[src/rtl/uart_rx_assembler.sv]
// 8N1 UART receiver that packs bytes into a 14-byte message for the TX echo path.
// Optional idle-gap message close: define UART_RX_TIMEOUT_EN.
module uart_rx_assembler #(
  parameter int         CLOCK_SPEED  = 1000000,
  parameter int         BAUD_RATE    = 9600,
  parameter logic [7:0] TERMINATOR   = 8'h0D,
  parameter int         TIMEOUT_BITS = 20
) (
  input  logic         i_clock,
  input  logic         i_reset,
  input  logic         i_rxSerial,
  output logic [111:0] o_rxData,
  output logic [7:0]   o_rxDataLength,
  output logic         o_rxBusy,
  output logic         o_rxDone,
  output logic         o_rxError
);

  localparam int CLKS_PER_BIT = CLOCK_SPEED / BAUD_RATE;
  localparam int CW = $clog2(CLKS_PER_BIT * TIMEOUT_BITS + 1);
  localparam logic [CW-1:0] BIT_LAST  = CW'(CLKS_PER_BIT - 1);
  localparam logic [CW-1:0] HALF_LAST = CW'(CLKS_PER_BIT / 2 - 1);

  typedef enum logic [2:0] {
    s_IDLE,
    s_START,
    s_DATA,
    s_STOP,
    s_WAIT_HIGH
  } rxState_t;

  rxState_t       state;
  logic           rxMeta;
  logic           rxSync;
  logic [CW-1:0]  clkCount;
  logic [2:0]     bitIndex;
  logic [7:0]     rxShift;
  logic           byteValid;
  logic           errValid;
  logic [111:0]   buffer;
  logic [7:0]     count;

  // Two-flop synchroniser; idles high so reset never looks like a start bit
  always_ff @(posedge i_clock or posedge i_reset) begin
    if (i_reset) begin
      rxMeta <= 1'b1;
      rxSync <= 1'b1;
    end else begin
      rxMeta <= i_rxSerial;
      rxSync <= rxMeta;
    end
  end

  // Receiver FSM: mid-bit sampling, one byte or error event per frame
  always_ff @(posedge i_clock or posedge i_reset) begin
    if (i_reset) begin
      state     <= s_IDLE;
      clkCount  <= '0;
      bitIndex  <= '0;
      rxShift   <= '0;
      byteValid <= 1'b0;
      errValid  <= 1'b0;
    end else begin
      byteValid <= 1'b0;
      errValid  <= 1'b0;
      case (state)
        s_IDLE: begin
          clkCount <= '0;
          bitIndex <= '0;
          if (!rxSync) state <= s_START;
        end
        s_START: begin
          if (clkCount == HALF_LAST) begin
            clkCount <= '0;
            state    <= rxSync ? s_IDLE : s_DATA;
          end else begin
            clkCount <= clkCount + CW'(1);
          end
        end
        s_DATA: begin
          if (clkCount == BIT_LAST) begin
            clkCount <= '0;
            rxShift  <= {rxSync, rxShift[7:1]};
            if (bitIndex == 3'd7) state <= s_STOP;
            else bitIndex <= bitIndex + 3'd1;
          end else begin
            clkCount <= clkCount + CW'(1);
          end
        end
        s_STOP: begin
          if (clkCount == BIT_LAST) begin
            clkCount <= '0;
            if (rxSync) begin
              byteValid <= 1'b1;
              state     <= s_IDLE;
            end else begin
              errValid <= 1'b1;
              state    <= s_WAIT_HIGH;
            end
          end else begin
            clkCount <= clkCount + CW'(1);
          end
        end
        s_WAIT_HIGH: begin
          if (rxSync) state <= s_IDLE;
        end
        default: state <= s_IDLE;
      endcase
    end
  end

`ifdef UART_RX_TIMEOUT_EN
  localparam logic [CW-1:0] TO_LAST =
    CW'(CLKS_PER_BIT * TIMEOUT_BITS - 1);

  logic [CW-1:0] idleCount;
  logic          timeoutHit;

  assign timeoutHit = (state == s_IDLE) && !byteValid &&
                      (count != 8'd0) && (idleCount == TO_LAST);

  // Idle-gap timer: runs only while bytes are pending and the line is quiet
  always_ff @(posedge i_clock or posedge i_reset) begin
    if (i_reset) begin
      idleCount <= '0;
    end else if (byteValid || state != s_IDLE || count == 8'd0) begin
      idleCount <= '0;
    end else if (idleCount != TO_LAST) begin
      idleCount <= idleCount + CW'(1);
    end
  end
`endif

  // Message assembler: shift bytes in, publish on terminator, full or timeout
  always_ff @(posedge i_clock or posedge i_reset) begin
    if (i_reset) begin
      buffer         <= '0;
      count          <= '0;
      o_rxData       <= '0;
      o_rxDataLength <= '0;
      o_rxDone       <= 1'b0;
      o_rxError      <= 1'b0;
    end else begin
      o_rxDone  <= 1'b0;
      o_rxError <= errValid;
      if (errValid) begin
        buffer <= '0;
        count  <= '0;
      end else if (byteValid) begin
        if (rxShift == TERMINATOR) begin
          if (count != 8'd0) begin
            o_rxData       <= buffer;
            o_rxDataLength <= count;
            o_rxDone       <= 1'b1;
          end
          buffer <= '0;
          count  <= '0;
        end else if (count == 8'd13) begin
          o_rxData       <= {buffer[103:0], rxShift};
          o_rxDataLength <= 8'd14;
          o_rxDone       <= 1'b1;
          buffer         <= '0;
          count          <= '0;
        end else begin
          buffer <= {buffer[103:0], rxShift};
          count  <= count + 8'd1;
        end
      end
`ifdef UART_RX_TIMEOUT_EN
      else if (timeoutHit) begin
        o_rxData       <= buffer;
        o_rxDataLength <= count;
        o_rxDone       <= 1'b1;
        buffer         <= '0;
        count          <= '0;
      end
`endif
    end
  end

  // Busy while a frame is in flight or bytes are still pending
  always_ff @(posedge i_clock or posedge i_reset) begin
    if (i_reset) o_rxBusy <= 1'b0;
    else o_rxBusy <= (state != s_IDLE) || (count != 8'd0);
  end

endmodule
[config.mk]
export PLATFORM = sky130hd
export DESIGN_NAME = uart_rx_assembler
export DESIGN_NICKNAME = d
export VERILOG_FILES = /design/src/rtl/uart_rx_assembler.sv
export SDC_FILE = /design/constraint.sdc
export NUM_CORES = 1
export LEC_CHECK = 0
export ABC_AREA = 0
export CAP_MARGIN = 20
export CORE_MARGIN = 2
export CORE_UTILIZATION = 45
export DETAILED_ROUTE_END_ITERATION = 10
export GPL_TIMING_DRIVEN = 1
export PLACE_DENSITY_LB_ADDON = 0.3
export SLEW_MARGIN = 20
export SYNTH_ARGS = -nofsm -noshare
export SYNTH_HDL_FRONTEND = slang
export SYNTH_SLANG_ARGS = --single-unit
[constraint.sdc]
create_clock -name i_clock -period 13.16 [get_ports i_clock]
set_input_delay 2.632 -clock i_clock [delete_from_list [all_inputs] [get_ports i_clock]]
set_output_delay 2.632 -clock i_clock [all_outputs]
set_load 0.05 [all_outputs]
# After elaboration in Yosys (flattened, before gate mapping)
# Index checks and enable logic that the tools add are counted.
# totals
ff_bits,273
output_inout_bits,123
wordCells,89
# op_classes
n_addsub,3
eq_ne,17
n_mux,40
bitwise,1
n_reduce_logical,13
# ops
op,count
112-bit two-way mux,7
8-bit two-way mux,7
12-bit case mux with 3 select lines,1
3-bit two-way mux,9
12-bit two-way mux,2
8-bit by 4-bit equality test with 1-bit output (second input constant),2
3-bit case mux with 5 select lines,1
2-bit != test (second input constant),7
12-bit by 1-bit adder with 12-bit output (second input constant),1
12-bit by 6-bit equality test with 1-bit output (second input constant),1
12-bit by 7-bit equality test with 1-bit output (second input constant),1
1-bit two-way mux,11
8-bit by 1-bit adder with 8-bit output (second input constant),1
8-bit nonzero test,1
3-bit by 2-bit equality test with 1-bit output (second input constant),2
3-bit equality test (second input constant),2
3-bit case mux with 2 select lines,1
6-bit AND reduction,1
2-bit nonzero test,3
3-bit nonzero test,2
4-bit AND reduction,1
3-bit by 1-bit adder with 3-bit output (second input constant),1
3-bit by 1-bit equality test with 1-bit output (second input constant),1
3-bit logical NOT,1
other kinds (7),7

# Depth between registers and ports, before layout
# Gate-level depths: netlist of the first run.
# depth
depth_word,5
mapped_depth,8

# Least setup slack after synthesis of the first run
# No wires, ideal clock.
# synth_path
path_type,register -> output
from,reg o_rxDataLength[2]
to,out o_rxDataLength[2]
arrival_ns,0.600
required_time_ns,10.528
setup_slack_ns,9.928
stages_incl_launch_ff,1
path_buffers,0
cell_sequence,dfrtp_1
# synth_rtl
item,line_no,text
from (decl),13,"output logic [7:0] o_rxDataLength,"
from (signal assigned),153,o_rxDataLength <= count;
# No word-level cell between the ends.

# Worst setup path after layout of the first run
# layout_path
from,reg o_rxDataLength[0]
to,out o_rxDataLength[0]
# No word-level cell between the ends.

==> flow_metrics.py, run 1 <==
metrics = {
    "route": {
        "detail_route.drc_violations": 0,
        "routed_via_density": 5.62,
        "avgRoutedWirePerCell_um": 18.7,
        "ant_nets": 0,
        "vias": 7424,
        "detail_route.iter0.violations": 515,
        "wirelength_um": 24700,
        "first_pass_iters": 5,
    },
    "finish": {
        "final_core_util": 0.550,
        "layoutNonFillerInstCount": 1321,
        "diodes": 0,
        "drive_gt1_frac": 0.226,
        "final_net_count": 973,
        "layout-area-overhead-vs-synth_pct": 20.8,
    },
    "global_route": {
        "grt_start_max_net_pins": 132,
        "via_count_of_the_first_global_routing_pass": 7394,
        "gr-total-overflow": 0,
        "grtUsageTotal": 0.180,
        "grt_antenna_before_repair": 0,
        "grt_first_pass_wirelength_um": 41300,
    },
    "power_and_ir_drop": {
        "p_sw_mw": 0.347,
        "internal_power_mw": 1.33,
        "comb_power_frac": 0.010,
        "switching_share": 0.207,
        "finalPower_mw": 1.68,
        "leakage_power_nw": 6.73,
        "clkPwrFrac": 0.489,
        "irDropWorstVdd_uv": 77.6,
        "power.density_nw_per_um2": 118,
        "power_frac_seq": 0.501,
    },
    "critical_path": {
        "critical-path-max-stage-delay_ns": 0.84,
        "cp_num_cells": 1,
        "r2r_setup_slack_ns": 9.01,
        "worst-endpoint-required_ns": 10.53,
        "worst_ep_arrival_time_ns": 1.80,
        "path_cells": "clkdlybuf4s50_1",
        "critical_r2r_launch": "count[6]",
        "slowest_stage": "clkdlybuf4s50_1",
        "cp_max_fo": 2,
        "path_class": "reg -> out",
        "crit_buf_inv": 1,
        "worst_setup_path_end_kind": "output pin",
        "r2r-end": "o_rxData[48]",
        "worst-r2r-cell-count": 6,
        "cpLargestDelayFamily": "buffers and inverters",
        "critPathLaunchType": "flip-flop",
    },
    "placement": {
        "place.detailed.hpwl_um": 14800,
        "gp_congestion": 0.796,
        "dp.cells": 1268,
        "placement.setup.worst_slack_ns": 8.28,
        "port_buffers": 125,
    },
    "logic_synthesis": {
        "mappedNetlistNets": 866,
        "syn_inst": 857,
        "postSynthRegisterBits": 273,
        "synthArstFlopShare": 1.00,
        "yosys-top-cells-count": "271 x dfrtp_1, 149 x mux2_2, 112 x a22o_1, 70 x mux2_1, 43 x clkbuf_1",
        "predominant_post_synthesis_flop_cell": "dfrtp_1",
        "synth-edff-count": 0,
        "synth_cell_types": 51,
        "leading_cell_type_by_number_of_instances_after_synthesis": "dfrtp_1",
        "synth_top_area_share": 0.575,
        "yosysSeqAreaShare": 0.579,
        "synth-warning-count": 0,
        "mapped_area_um2": 11800,
        "synth_top_cells_by_area": "dfrtp_1 57%, mux2_2 14%, a22o_1 8.3%",
        "synth_area_per_cell_um2": 13.8,
        "synth_top_area_cell": "dfrtp_1",
    },
    "sta": {
        "timing.slew.headroom": 0.359,
        "finalWorstSetupSlack_ns": 8.73,
        "finalCritPeriodShare": 0.336,
        "rsz_0062_raised_after_global_routing": "no",
        "final_hold_viol_count": 0,
        "fin_skew_ns": 0.00727,
        "max_slew.worst_pin.slew_ns": 0.948,
        "fin_tns_setup_ns": 0,
        "setup_viol": 0,
        "max_clock_freq_mhz": 226,
        "final_period_minus_worst_setup_slack_ns": 4.43,
        "slew_viol_final": 0,
    },
    "floorplanning": {
        "io_count": 126,
        "die_w_um": 166,
        "row_count": 59,
        "core_area_um2": 25900,
        "starting_density_of_the_core": 0.455,
        "die_area_um2": 27500,
        "die_height_um": 166,
    },
    "clock_network": {
        "cts-htree-levels": 1,
        "cts-buffers-inserted": 29,
        "cts_post_setup_buffers_inserted": 0,
        "cts_root_buf": "clkbuf_16",
        "clk_pin_slew_worst_paths_ns": 0.06,
        "tritoncts_clock_tree": "done",
        "cts_repair_resize_count": 0,
        "later_pin_clock_latency_in_the_skew_report_ns": 0.53,
        "cts.sink_count": 273,
        "postCtsHoldBufs": 0,
        "maximum_clock_insertion_buffer_count": 3,
    },
    "worst_hold_path": {
        "worst_hold_path.endpoint": "rxSync",
        "min-delay-start": "rxMeta",
        "hold_depth": 0,
        "hold_path_class": "reg -> reg",
    },
    "run": {
        "max_cap_viol_count": 0,
    },
    "status": {
        "outcome": "completed",
    },
}
metal layers:
layer  vias up  global-route usage  wire [um]
met1      3845               0.275      12000
met5         -                   0          0
met4         0              0.0299        328
met2       151               0.276      11400
met3        27              0.0267        981
li1       3401                   -          -
how the worst max path moves through the flow:
stage | from | end | slack, ns
after floorplan | i_reset | bitIndex[0] | 3.01
after global placement | i_reset | o_rxData[76] | 8.28
after detailed placement | i_reset | buffer[84] | 8.28
after CTS | o_rxDataLength[0] | o_rxDataLength[0] | 8.72
after global routing | i_reset | buffer[84] | 8.58
final | o_rxDataLength[0] | o_rxDataLength[0] | 8.73
final cells by class:
class	count	area (um2)
clock buffer	39	843
clock inverter	14	133
fill	2173	11700
inverter	22	90.1
multi-input combinational	503	4600
sequential	273	6830
tap	335	419
timing repair buffer	135	1330
stage by stage:
stage	area, um2	hold WS [ns]
floorplan	11800	0.345
global placement	13300	0.348
detailed placement	13300	0.348
CTS	14200	0.349
global route	14200	0.350
finish	14200	0.352
sequential cells by signal, indices dropped and copies added (netlist names), 3 cells and up:
signal / cells
buffer: 112
o_rxData: 112
clkCount: 12
count: 8
o_rxDataLength: 8
rxShift: 8
bitIndex: 3
state: 3
layout by cell type (no fill, tap or decap), types with 8 or more instances in the layout:
cell,Yosys,routed
a21oi_1,9,9
buf_4,2,10
nor2_1,14,12
nand3_1,14,14
nand2_1,25,25
dfrtp_1,271,271
inv_1,22,21
mux2i_1,15,15
mux2_1,70,70
o21ai_0,16,16
a22o_1,112,112
clkbuf_8,0,8
clkinv_2,0,8
clkbuf_16,0,29
clkdlybuf4s50_1,0,125
mux2_2,149,149
power groups by stage:
| stage | logic [mW] | clock network, mW | registers [mW] |
|---|---|---|---|
| 2_1_floorplan | 0.0123 | 0 | 0.856 |
| 3_3_place_gp | 0.0186 | 0 | 0.856 |
| 3_5_place_dp | 0.0187 | 0 | 0.856 |
| 4_1_cts | 0.0187 | 0.838 | 0.840 |
| 5_1_grt | 0.0208 | 0.879 | 0.840 |
| 6_report | 0.0171 | 0.819 | 0.840 |
cells by family after synthesis:
| group | count (synthesis) | synth area share |
|---|---|---|
| AO/OA/AOI/OAI | 156 | 0.108 |
| XOR/XNOR | 6 | 0.00446 |
| adder cells (fa/ha/maj) | 6 | 0.00636 |
| buffers and inverters | 81 | 0.0320 |
| flip-flops | 273 | 0.579 |
| multiplexers | 234 | 0.222 |
| AND/OR/NAND/NOR | 101 | 0.0477 |
Power figures use the tool's default switching activity.
==> run 2: changes to the inputs <==
==> constraint.sdc (replaced) <==
create_clock -name i_clock -period 3.57 [get_ports i_clock]
set_input_delay 0.714 -clock i_clock [delete_from_list [all_inputs] [get_ports i_clock]]
set_output_delay 0.714 -clock i_clock [all_outputs]
set_load 0.05 [all_outputs]
==> run 2 against run 1 <==
  * Register-to-register slack got worse by 8.3 ns
  * Largest power group unchanged
  * First-iteration DRC count increased by 8.9%
  * Clock skew increased by 0.0078 ns
  * Power increased to 3.7 times the previous value
  * Sequential power increased to 3.7 times the previous value
  * Via count increased by 0.35%
  * Utilization increased by 0.36 points
  * Critical path type is now reg -> reg
  * Global-route usage decreased by 0.050 points
  * Largest cell class unchanged
  * Clock-buffer cell count increased by 3
  * Design area increased by 0.66%
  * Sequential share of layout area decreased by 0.31 points
  * Hold slack improved by 0.0022 ns
==> flow_metrics.py, run 2 (synthesized netlist as in run 1, its figures left out) <==
metrics = {
    "status": {
        "outcome": "completed",
    },
    "finish": {
        "largestRegisters": "buffer: 112 flops, o_rxData: 112 flops, clkCount: 12 flops",
        "final_cell_area_um2": 14300,
        "layout.cells.most_common": "dfrtp_1",
        "final_net_count": 974,
        "seq_area_um2": 6830,
        "nFillCells": 2112,
        "diodes": 0,
        "drive_gt1_frac": 0.225,
        "area_of_the_multi_input_gates_um2": 4600,
        "layout-area-overhead-vs-synth_pct": 21.6,
        "final_core_util": 0.554,
        "layoutNonFillerInstCount": 1321,
        "layout.cells.most_common_list": "271 x dfrtp_1, 149 x mux2_2, 125 x clkdlybuf4s50_1",
    },
    "clock_network": {
        "postCtsHoldBufs": 0,
        "cts_post_setup_buffers_inserted": 0,
        "later_pin_clock_latency_in_the_skew_report_ns": 0.54,
        "cts-buffers-inserted": 29,
        "maximum_clock_insertion_buffer_count": 3,
        "clk_pin_slew_worst_paths_ns": 0.06,
        "tritoncts_clock_tree": "done",
        "cts_root_buf": "clkbuf_16",
        "cts-htree-levels": 1,
        "cts.sink_count": 273,
        "cts_repair_resize_count": 0,
    },
    "power_and_ir_drop": {
        "clkPwrFrac": 0.495,
        "irDropWorstVdd_uv": 287,
        "leakage_power_nw": 6.77,
        "p_sw_mw": 1.26,
        "switching_share": 0.201,
        "power.density_nw_per_um2": 437,
        "internal_power_mw": 5.01,
        "power_frac_seq": 0.494,
        "finalPower_mw": 6.26,
        "comb_power_frac": 0.010,
    },
    "sta": {
        "rsz_0062_raised_after_global_routing": "no",
        "finalCritPeriodShare": 0.812,
        "timing.slew.headroom": 0.365,
        "max_slew.worst_pin.slew_ns": 0.953,
        "final_hold_viol_count": 0,
        "final_period_minus_worst_setup_slack_ns": 2.90,
        "fin_tns_setup_ns": 0,
        "slew_viol_final": 0,
        "setup_viol": 0,
        "fin_skew_ns": 0.0150,
        "max_clock_freq_mhz": 345,
    },
    "placement": {
        "dp.cells": 1269,
        "gp_congestion": 0.775,
        "place.detailed.hpwl_um": 15000,
        "port_buffers": 125,
        "placement.cell_area_um2": 13300,
    },
    "floorplanning": {
        "io_count": 126,
        "core_area_um2": 25900,
        "die_height_um": 166,
        "die_area_um2": 27500,
        "starting_density_of_the_core": 0.455,
        "die_w_um": 166,
        "row_count": 59,
    },
    "critical_path": {
        "worst_ep_arrival_time_ns": 3.32,
        "worst_setup_path_startpoint": "count[6]",
        "r2r-end": "o_rxData[48]",
        "worst-endpoint-required_ns": 3.99,
        "critical_r2r_launch": "count[6]",
        "worst_setup_path_end_kind": "flip-flop",
        "cp_max_fo": 74,
        "cp-endpoint": "o_rxData[48]",
        "critPathLaunchType": "flip-flop",
        "r2r_setup_slack_ns": 0.67,
        "path_class": "reg -> reg",
        "worst-r2r-cell-count": 5,
    },
    "route": {
        "wirelength_um": 24700,
        "vias": 7450,
        "detail_route.iter0.violations": 561,
        "detail_route.drc_violations": 0,
        "avgRoutedWirePerCell_um": 18.7,
        "first_pass_iters": 4,
        "routed_via_density": 5.64,
        "ant_nets": 0,
    },
    "global_route": {
        "grtUsageTotal": 0.179,
        "grt_start_max_net_pins": 173,
        "gr-total-overflow": 0,
        "grt_first_pass_wirelength_um": 41200,
        "via_count_of_the_first_global_routing_pass": 7557,
        "grt_antenna_before_repair": 0,
    },
    "worst_hold_path": {
        "hold_path_class": "reg -> reg",
    },
    "run": {
        "max_cap_viol_count": 0,
    },
}
==> run 2: worst min path at each step <==
stage           start  cells after the start      to  slack [ns]
2_1_floorplan  rxMeta                      0  rxSync        0.35
3_3_place_gp   rxMeta                      0  rxSync        0.35
3_5_place_dp   rxMeta                      0  rxSync        0.35
4_1_cts        rxMeta                      0  rxSync        0.36
5_1_grt        rxMeta                      0  rxSync        0.36
6_report       rxMeta                      0  rxSync        0.35
==> run 2: layer usage <==
metal	up-vias	global-route usage	wire [um]
li1	3403	-	-
met1	3864	0.273	11800
met2	159	0.275	11500
met3	24	0.0298	1140
met4	0	0.0295	262
met5	-	0	0
==> run 2: final cells by class <==
| cell class | count | share of cell area |
|---|---|---|
| timing repair buffer | 136 | 0.0973 |
| tap | 335 | 0.0292 |
| inverter | 22 | 0.00602 |
| clock buffer | 42 | 0.0610 |
| multi-input combinational | 503 | 0.321 |
| clock inverter | 10 | 0.00898 |
| sequential | 273 | 0.476 |
==> run 2: worst max-delay path: stages (launching register included) <==
cell and delay [ns]:
dfrtp_1 0.41, or4_1 0.61, or2_1 0.35, a2111oi_4 0.55, buf_12 0.41, mux2_2 0.39
==> run 2: per-stage QoR <==
step                      hold WS, ns  setup slack [ns]
final                           0.355             0.669
after global routing            0.360             0.592
after CTS                       0.356             0.714
after detailed placement        0.347             0.722
after global placement          0.347             0.777
after floorplan                 0.345            -0.752
==> run 2: power by group through the flow <==
stage	clock, mW	sequential (mW)	combinational (mW)
after floorplan	0	3.16	0.0457
after global placement	0	3.15	0.0704
after detailed placement	0	3.15	0.0704
after CTS	3.18	3.10	0.0703
after global routing	3.32	3.10	0.0794
final	3.10	3.10	0.0646
